`config.mk`:
```
export PLATFORM = sky130hd
export DESIGN_NAME = pet_prg_loader
export DESIGN_NICKNAME = d
export VERILOG_FILES = /design/src/rtl/pet_prg_loader.sv
export SDC_FILE = /design/constraint.sdc
export NUM_CORES = 1
export LEC_CHECK = 0
export BUFFER_PORTS_ARGS = -buffer_cell sky130_fd_sc_hd__buf_4
export CAP_MARGIN = 20
export CORE_AREA = 2 2 74 76
export DETAILED_ROUTE_END_ITERATION = 10
export DIE_AREA = 0 0 76 78
export PLACE_DENSITY = 0.8
export SYNTH_ARGS = -nofsm -noshare
export SYNTH_HDL_FRONTEND = slang
export SYNTH_SLANG_ARGS = --single-unit
export TNS_END_PERCENT = 1
```
`constraint.sdc`:
```
create_clock -name clk -period 2.16 [get_ports clk]
set_input_delay 0.324 -clock clk [delete_from_list [all_inputs] [get_ports clk]]
set_output_delay 0.324 -clock clk [all_outputs]
set_load 0.1 [all_outputs]
```
`src/rtl/pet_prg_loader.sv`:
```
// PRG stream loader for the PET: takes a 2-byte load address followed by payload
// bytes, DMA-writes the payload into RAM below DEST_LIMIT and optionally patches
// the BASIC end-of-program pointer once the stream ends.
module pet_prg_loader #(
  parameter logic [15:0] DEST_LIMIT  = 16'h8000,
  parameter logic [15:0] VARTAB_ADDR = 16'h002A,
  parameter bit          PATCH_PTR   = 1'b1
) (
  input  logic        clk,
  input  logic        reset_n,
  input  logic        dl_start,
  input  logic        dl_valid,
  input  logic [7:0]  dl_data,
  input  logic        dl_last,
  output logic        dl_ready,
  output logic [15:0] dma_addr,
  output logic [7:0]  dma_din,
  output logic        dma_we,
  output logic        busy,
  output logic        done,
  output logic        error
);

  typedef enum logic [2:0] {
    IDLE, ADDR_LO, ADDR_HI, DATA, PTR_LO, PTR_HI, FIN
  } state_t;

  state_t      state;
  logic [15:0] cur_addr;
  logic        accept;

  // Readiness is a pure decode of the state register.
  assign dl_ready = (state == ADDR_LO) || (state == ADDR_HI) || (state == DATA);
  assign accept   = dl_valid && dl_ready;

  always_ff @(posedge clk or negedge reset_n) begin
    if (!reset_n) begin
      state    <= IDLE;
      cur_addr <= 16'h0000;
      dma_addr <= 16'h0000;
      dma_din  <= 8'h00;
      dma_we   <= 1'b0;
      busy     <= 1'b0;
      done     <= 1'b0;
      error    <= 1'b0;
    end else begin
      dma_we <= 1'b0;
      done   <= 1'b0;
      case (state)
        IDLE: begin
          if (dl_start) begin
            state <= ADDR_LO;
            busy  <= 1'b1;
            error <= 1'b0;
          end
        end
        ADDR_LO: begin
          if (accept) begin
            cur_addr[7:0] <= dl_data;
            if (dl_last) begin
              error <= 1'b1;
              done  <= 1'b1;
              state <= FIN;
            end else begin
              state <= ADDR_HI;
            end
          end
        end
        ADDR_HI: begin
          if (accept) begin
            cur_addr[15:8] <= dl_data;
            if (dl_last) begin
              error <= 1'b1;
              done  <= 1'b1;
              state <= FIN;
            end else begin
              state <= DATA;
            end
          end
        end
        DATA: begin
          if (accept) begin
            // Bytes aimed at or above the limit are swallowed and the address freezes.
            if (cur_addr < DEST_LIMIT) begin
              dma_we   <= 1'b1;
              dma_addr <= cur_addr;
              dma_din  <= dl_data;
              cur_addr <= cur_addr + 16'd1;
            end else begin
              error <= 1'b1;
            end
            if (dl_last) begin
              if (PATCH_PTR) begin
                state <= PTR_LO;
              end else begin
                done  <= 1'b1;
                state <= FIN;
              end
            end
          end
        end
        PTR_LO: begin
          dma_we   <= 1'b1;
          dma_addr <= VARTAB_ADDR;
          dma_din  <= cur_addr[7:0];
          state    <= PTR_HI;
        end
        PTR_HI: begin
          dma_we   <= 1'b1;
          dma_addr <= VARTAB_ADDR + 16'd1;
          dma_din  <= cur_addr[15:8];
          done     <= 1'b1;
          state    <= FIN;
        end
        FIN: begin
          busy  <= 1'b0;
          state <= IDLE;
        end
        default: state <= IDLE;
      endcase
    end
  end

endmodule

```
# Word level (Yosys, flattened, before mapping)

Cells that the tools add are included.

Add/sub/neg operators: 1
Multiply operators: 0
Divide/modulo/power cells: 0
Magnitude comparators: 1
Equality and inequality tests: 15
Shifts and indexed selects: 0
Muxes and demuxes: 33
Bitwise logic cells: 0
Reduce and logical (&&, ||, !) cells: 17

Operators by type and width:

| kind                  | number |
|---|---|
| $mux 16               | 4 |
| $pmux 16 s3           | 1 |
| $pmux 8 s2            | 2 |
| $mux 8                | 3 |
| $pmux 8 s3            | 1 |
| $mux 3                | 7 |
| $pmux 3 s6            | 1 |
| $add 16x1->16 const B | 1 |
| $lt 16x16->1 const B  | 1 |
| $ne 2x2->1 const B    | 6 |
| $mux 1                | 10 |
| $eq 3x3->1 const B    | 3 |
| $reduce_and 4->1      | 2 |
| $eq 3x2->1 const B    | 2 |
| $ne 2x1->1 const B    | 3 |
| $pmux 1 s2            | 3 |
| $reduce_and 6->1      | 1 |
| $reduce_bool 2->1     | 3 |
| $reduce_bool 3->1     | 2 |
| $reduce_and 5->1      | 1 |
| $reduce_or 2->1       | 2 |
| $eq 3x1->1 const B    | 1 |
| $logic_not 3->1       | 1 |
| $pmux 1 s3            | 1 |
| other kinds (4)       | 5 |

Register bits: 47
Bits in latches: 0
RAM bits: 0
Memory bits (read-only): 0
Input port bits: 13
Output and inout port bits: 29
Word-level logic and storage cells: 76
Memories: 0

# Logic depth before layout (Yosys ltp)

Gate-level depths: netlist of the first run.

Depth in word-level cells: 6
Mapped depth: 7
Gate-level depth less buffers: 5

# Least setup slack after synthesis of the first run

Ideal clock, no wire load.

Path kind: reg-to-output
From: reg state[0]
To: out dl_ready
Data arrival time: 2061 ps
Required time: 1836 ps
Path slack: -225 ps
Cell stages (with the launch flop): 5
Buffers on the path: 2
Path through: dfrtp_1 buf_2 buf_2 nor2_1 nor2_1

Cells in the longest elaborated chain, start to end: 3
Elaborated cells between the ends (all ways): 5
Those cells by class: eq/ne: 3; reduce/logical: 2

Ends and longest elaborated chain:

| item                                            | line | RTL |
|---|---|---|
| from (decl)                                     | 28   | `state_t state;` |
| from (signal assigned)                          | 38   | `state <= IDLE;` |
| from (signal assigned)                          | 52   | `state <= ADDR_LO;` |
| from (signal assigned)                          | 63   | `state <= FIN;` |
| $eq 3x1->1 / $eq 3x2->1 (equally long branches) | 33   | `assign dl_ready = (state == ADDR_LO) \|\| (state == ADDR_HI) \|\| (state == DATA);` |
| $logic_or 1x1->1                                | 33   |  |
| $logic_or 1x1->1 (*)                            | 33   |  |
| to (decl)                                       | 15   | `output logic dl_ready,` |

Every way passes the cells marked *; elsewhere a longest branch is shown, timed or not.

# Worst setup path in the final report of the first run

From: reg state[1]
To: reg cur_addr[15]

Cells in the longest elaborated chain, start to end: 6
Elaborated cells between the ends (all ways): 12
Those cells by class: eq/ne: 6; mux: 1; reduce/logical: 5

Ends and longest elaborated chain:

| item                                            | line   | RTL |
|---|---|---|
| $eq 3x1->1 / $eq 3x2->1 (equally long branches) | 33, 49 |  |
| $logic_or 1x1->1 (2 in a row)                   | 33     |  |
| $logic_and 1x1->1                               | 34     | `assign accept = dl_valid && dl_ready;` |
| $ne 2x2->1 (no source line)                     | --     |  |
| $reduce_and 4->1 (no source line)               | --     |  |
| to (signal assigned)                            | 71     | `cur_addr[15:8] <= dl_data;` |
| to (signal assigned)                            | 88     | `cur_addr <= cur_addr + 16'd1;` |
| to (decl)                                       | 29     | `logic [15:0] cur_addr;` |

Parallel ways exist; a longest one is shown, timed or not.
A chain may end at the register's enable or synchronous reset.

==> results.md, run 1 <==
* Status: finished clean
* FF-to-FF End: cur_addr[15]
* Syn Nets at 305
* Ys async rst share at 1.00
* Final setup TNS at 0 ns
* Layout Skew at 0.00789 ns
* Layout cell share with drive strength beyond 1 at 0.196
* FF-to-FF Start: state[1]
* Sequential element share of the synthesized area at 0.471
* CTS max path bufs at 2
* Placed insts at 384
* Crit path largest cell delay at around 0.62 ns
* Fin crit share at 0.880
* Register area at 1180 um^2
* Initial antenna violation count at 0
* FF-to-FF path depth at 3
* Min cycle time layout at approximately 1.9 ns
* Vert. Die Dim at about 78 um
* Crit path required time at 2.35 ns
* CP arrival at 2.09 ns
* Initial core utilization at 0.496
* Root Driver: clkbuf_8
* Vias/cell at between 5 and 6
* Max Fclk at 526 MHz
* Max_cap viols at 0
* Fillcell total at 462
* Max stage delay cell, worst path: dfrtp_1
* Drt drc at 0
* Routed WL at 6410 um
* Crit. End Element: register
* Cell count after synthesis at 291
* Detailed Route Iter0 Violations at 262
* Largest net degree at the start of global routing at 48
* Post-Layout Cell Count at 392
* Clock-pin transition on the worst setup and hold timing paths at 0.08 ns
* Synth Warn # at 0
* Critical path, cell by cell: nand3b_1, and3_1, a311o_1
* R2r setup slk at 0.26 ns
* Worst Path Max Fanout at 17
* DP HPWL at 4490 um
* Startpoint Class: register
* CP Class: register to register
* Post-CTS Resized at 0
* Count of input and output buffers at 41
* Initial DRT Pass Iterations at 5
* TritonCTS clock tree: built
* Die width at 76 um
* CTS hold repair buffers at 0
* Cell Rows at 26
* Cell area after synthesis at 2500 um^2
* RSZ-0062 raised after global routing: false
* Final Hold Viols at 0
* Clock Sinks at 47
* GRT overflow at 0
* Setup violators final at 0
* Least-Margin Pin Slew at 0.601 ns
* Synth area leader: dfrtp_1
* Vias at approximately 2300
* Ys flop type: dfrtp_1
* Share of the synthesized area in the top cell type at 0.471
* I/O Pins at 42
* Total die area at 5930 um^2
* Worst rel slew slack at 0.598
* Post-Syn Area per Cell at 8.59 um^2
* Layout Nets at 335
* Library cells used by synthesis at 39
* Num CTS Buffers at 5
* Ranking of synthesized cells by area: dfrtp_1 47%, nand2_1 9.0%, nand3_1 4.8%
* Gpl congestion at 0.989
* First-pass GRT wire length at between 10000 and 15000 um
* # H-tree levels at 2
* Multi-input logic area at around 1200 um^2
* Diodes inserted at 0
* Synthesized flop and latch total at 47
* Worst Hold Class: input pin to asynchronous set/reset pin
* Post-CTS Setup Repair Bufs at 0
* Antenna viol nets, final at 0
* Number of enable flip-flop cells after synthesis at 0
* Critical path origin: state[1]
* CP endpoint: cur_addr[15]
* Total track usage at 0.225
* Core ar. at slightly above 5000 um^2
* Final slew viol count at 0
* Worst skew pair latency at 0.31 ns
* Area grow syn2layout at 18.9%
* Vias in the first global route at 2117
* DR WL/cell at 16.3 um
## sequential cells by signal (all words and copies together), names as in the netlist
register and count:
dma_din 8, done 1, busy 1, dma_addr 16, dma_we 1, error 1, state 3, cur_addr 16
## cells by family (layout without fill, tap and decap cells)
logic type	count (synthesis)	count (layout)	synth area share
adders and majority gates	1	1	0.00501
buffers and inverters	32	63	0.0606
and+or+nand+nor	135	135	0.265
DFF	47	47	0.471
AOI/OAI and AO/OA	75	75	0.194
muxes	1	1	0.00401
## worst min-delay path by stage
stage          slack, ns     endpoint  cells after the start    start
4_1_cts             0.05  cur_addr[5]                      1  reset_n
2_1_floorplan       0.03         busy                      0  reset_n
6_report            0.02        error                      1  reset_n
3_3_place_gp        0.37     state[0]                      1  reset_n
5_1_grt             0.06     state[1]                      1  reset_n
3_5_place_dp        0.37     state[0]                      1  reset_n
## per-stage QoR
step / utilization / worst slack (ns) / hold slack [ns] / cell area, um^2
finish: 0.589 / 0.259 / 0.0160 / 2970
global route: 0.589 / 0.147 / 0.0603 / 2970
CTS: 0.589 / 0.315 / 0.0458 / 2970
detailed placement: 0.562 / 0.341 / 0.373 / 2840
global placement: 0.562 / 0.443 / 0.371 / 2840
floorplan: - / 0.248 / 0.0284 / 2500
## cell usage after synthesis (5+ instances only)
cell type,instances
dfrtp_1,47
a31oi_1,11
a211oi_1,11
nor2_1,12
nand3_1,24
and2_1,5
o21ai_0,15
clkbuf_1,9
nand4_1,6
nand2_1,60
buf_2,16
a21oi_1,16
nor2b_1,10
## layer usage
metal  GRT usage  wire length (um)  up-vias
met5           0                 0        -
met1       0.306              2910     1077
met2       0.362              2840       96
met4      0.0855               140        0
met3      0.0372               512       16
li1            -                 -     1099
## critical path, delay by kind of cell, from the launching register on
kind	cells	cell delay, ns
flops	1	0.62
simple gates	2	0.91
compound gates	1	0.26
## cell usage in the layout, fill, tap and decap left out, types with 2 or more instances in the layout
master,count
bufinv_16,2
nand3_1,24
dfrtp_1,47
buf_4,51
a31oi_1,11
a211oi_1,11
nand2_1,60
o22ai_1,4
a2bb2oi_1,4
and2_1,5
nor2b_1,10
nand4_1,6
o31ai_1,3
a21oi_1,16
a22o_1,3
nor3_1,2
o21ai_0,15
nor2_1,11
inv_1,4
clkbuf_8,5
o221ai_1,2
nand2b_1,2
and4_1,3
and3_1,4
## layout make-up
cell class,instances,area share
Clock buffer,5,0.0232
Clock inverter,3,0.0227
Inverter,4,0.00505
Multi-Input combinational cell,212,0.395
Sequential cell,47,0.396
Tap cell,70,0.0295
Timing Repair Buffer,51,0.129
Power of run 1 is left out: the tool's default activity adds up to more than one toggle a clock period on the data nets, which glitch-free logic cannot reach.
==> inputs of run 2 (changes only) <==
--- a/config.mk
+++ b/config.mk
@@ -7,10 +7,11 @@
 export LEC_CHECK = 0
 export BUFFER_PORTS_ARGS = -buffer_cell sky130_fd_sc_hd__buf_4
 export CAP_MARGIN = 20
-export CORE_AREA = 2 2 74 76
+export CORE_AREA = 2 2 68 83
 export DETAILED_ROUTE_END_ITERATION = 10
-export DIE_AREA = 0 0 76 78
-export PLACE_DENSITY = 0.8
+export DIE_AREA = 0 0 70 85
+export PLACE_DENSITY = 0.79
+export SKIP_LAST_GASP = 1
 export SYNTH_ARGS = -nofsm -noshare
 export SYNTH_HDL_FRONTEND = slang
 export SYNTH_SLANG_ARGS = --single-unit
==> run 2 against run 1 <==
  * Clock-buffer cell count unchanged
  * Wire length shrank 6.9%
  * Die area increased by 0.37%
  * Worst hold slack got worse by 0.0088 ns
  * Fmax increased by 3.0%
  * Final area is 2.4% lower
  * Flip-flop and latch count stayed put
  * Cell count is 2.6% lower
  * Critical path depth unchanged
  * Non-clock buffer count down 2
==> results.md, run 2 (synthesis results as in run 1) <==
* Least-Margin Pin Slew at 0.812 ns (+0.211 ns)
* Count of input and output buffers at 41 (unchanged)
* Area grow syn2layout at 16.0%
* Placement Setup Slack at 0.394 ns (+0.0531 ns)
* Diodes inserted at 0 (unchanged)
* Num CTS Buffers at 5 (unchanged)
* DP HPWL at 4340 um (-3.3%)
* Largest net degree at the start of global routing at 48 (unchanged)
* Fillcell total at 473 (+2.4%)
* Worst skew pair latency at 0.31 ns (about the same)
* Crit. End Element: output port
* First-pass GRT wire length at 10200 um (-4.2%)
* Setup ws final at 0.315 ns (+0.0560 ns)
* Antenna viol nets, final at 0 (unchanged)
* Final slew viol count at 0 (unchanged)
* Final setup TNS at 0 ns (unchanged)
* Layout Skew at 0.00819 ns (+0.000298 ns)
* Max Fclk at 542 MHz (+3.0%)
* Layout Nets at 333 (-0.60%)
* Vert. Die Dim at 85 um (+9.0%)
* RSZ-0062 raised after global routing: false
* Max_cap viols at 0 (unchanged)
* DR WL/cell at 15.6 um (-4.5%)
* Cell Rows at 29 (+12%)
* Vias/cell at 5.88 (+0.82%)
* Min cycle time layout at 1.84 ns (-0.0560 ns)
* I/O Pins at 42 (unchanged)
* R2r setup slk at 0.35 ns (+0.09 ns)
* Commonest non-fill, non-tap cells in the layout: 60 x nand2_1, 49 x buf_4, 47 x dfrtp_1, 24 x nand3_1, 16 x a21oi_1
* Startpoint Class: register
* Core ar. at 5150 um^2 (+2.2%)
* Routed WL at 5960 um (-6.9%)
* Post-CTS Setup Repair Bufs at 0 (unchanged)
* Worst rel slew slack at 0.459 (-0.140)
* Crit path required time at 1.84 ns (-0.51 ns)
* CP arrival at 1.52 ns (-0.57 ns)
* Worst Hold Class: input pin to asynchronous set/reset pin
* CP Class: register to output port
* Clock Sinks at 47 (unchanged)
* CTS max path bufs at 2 (unchanged)
* Layout cell share with drive strength beyond 1 at 0.191 (-0.00503)
* Hold slack at 0.00724 ns (-0.00879 ns)
* Initial DRT Pass Iterations at 4 (-1)
* Largest regs: cur_addr (16), dma_addr (16), dma_din (8)
* Initial core utilization at 0.485 (-0.0106)
* Total track usage at 0.210 (-0.0147)
* TritonCTS clock tree: built
* Initial antenna violation count at 0 (unchanged)
* Clock-pin transition on the worst setup and hold timing paths at 0.09 ns (about the same)
* Gpl congestion at 0.882 (-11%)
* # H-tree levels at 2 (unchanged)
* Total die area at 5950 um^2 (+0.37%)
* CTS hold repair buffers at 0 (unchanged)
* Drt drc at 0 (unchanged)
* Root Driver: clkbuf_8
* Vias in the first global route at 2180 (+3.0%)
* Vias at 2248 (-1.7%)
* Post-CTS Resized at 0 (unchanged)
* Setup violators final at 0 (unchanged)
* Die width at 70 um (-7.9%)
* Final Hold Viols at 0 (unchanged)
* Worst Path Max Fanout at 17 (unchanged)
* Fin crit share at 0.854 (-0.0259)
* Detailed Route Iter0 Violations at 201 (-23%)
* Most common cell after layout, fill and taps aside: nand2_1
* Status: finished clean
* GRT overflow at 0 (unchanged)
-- run 2: cell count changes in the layout (fill, tap and decap cells not counted) --
cell        previous run  this run
buf_4                 51        49
bufinv_16              2         0
clkinv_2               0         1
clkinvlp_4             1         2
-- run 2: path summary, 6_finish.rpt --
kind | endpoint | start | cells after the start
setup / recovery | dl_ready | state[1] | 3
hold / removal | busy | reset_n | 1
setup reg to reg | dma_addr[9] | state[1] | 4
hold reg to reg | dma_addr[5] | dma_addr[5] | 2
max in group asynchronous | dma_addr[7] | reset_n | 1
min in group clk | dma_din[7] | dl_data[7] | 3
-- run 2: critical path, stage by stage (launching register included) --
cell and delay [ns]:
dfrtp_1 0.62, nor2_1 0.14, nor2_2 0.14, buf_4 0.31
-- run 2: routing by layer --
layer | wire (um) | track usage | part of all wire
met1 | 2530 | 0.269 | 0.42
met3 | 352 | 0.0416 | 0.059
met4 | 101 | 0.0787 | 0.017
met2 | 2980 | 0.352 | 0.50
met5 | 0 | 0 | 0
-- run 2: per-stage QoR --
stage | utilization | instance area [um^2] | instances
finish | 0.563 | 2900 | 382
floorplan | - | 2500 | 291
CTS | 0.563 | 2900 | 382
global route | 0.563 | 2900 | 382
detailed placement | 0.545 | 2810 | 374
global placement | 0.545 | 2810 | 374
-- run 2: final cells by class --
cell class                      count  area (um^2)  area share
Clock inverter                      3         20.0     0.00691
Timing Repair Buffer               49          368       0.127
Tap cell                           62         77.6      0.0268
Multi-Input combinational cell    212         1170       0.405
Sequential cell                    47         1180       0.406
Clock buffer                        5         68.8      0.0237
Inverter                            4         15.0     0.00518
Power of run 2 is left out for the same reason.
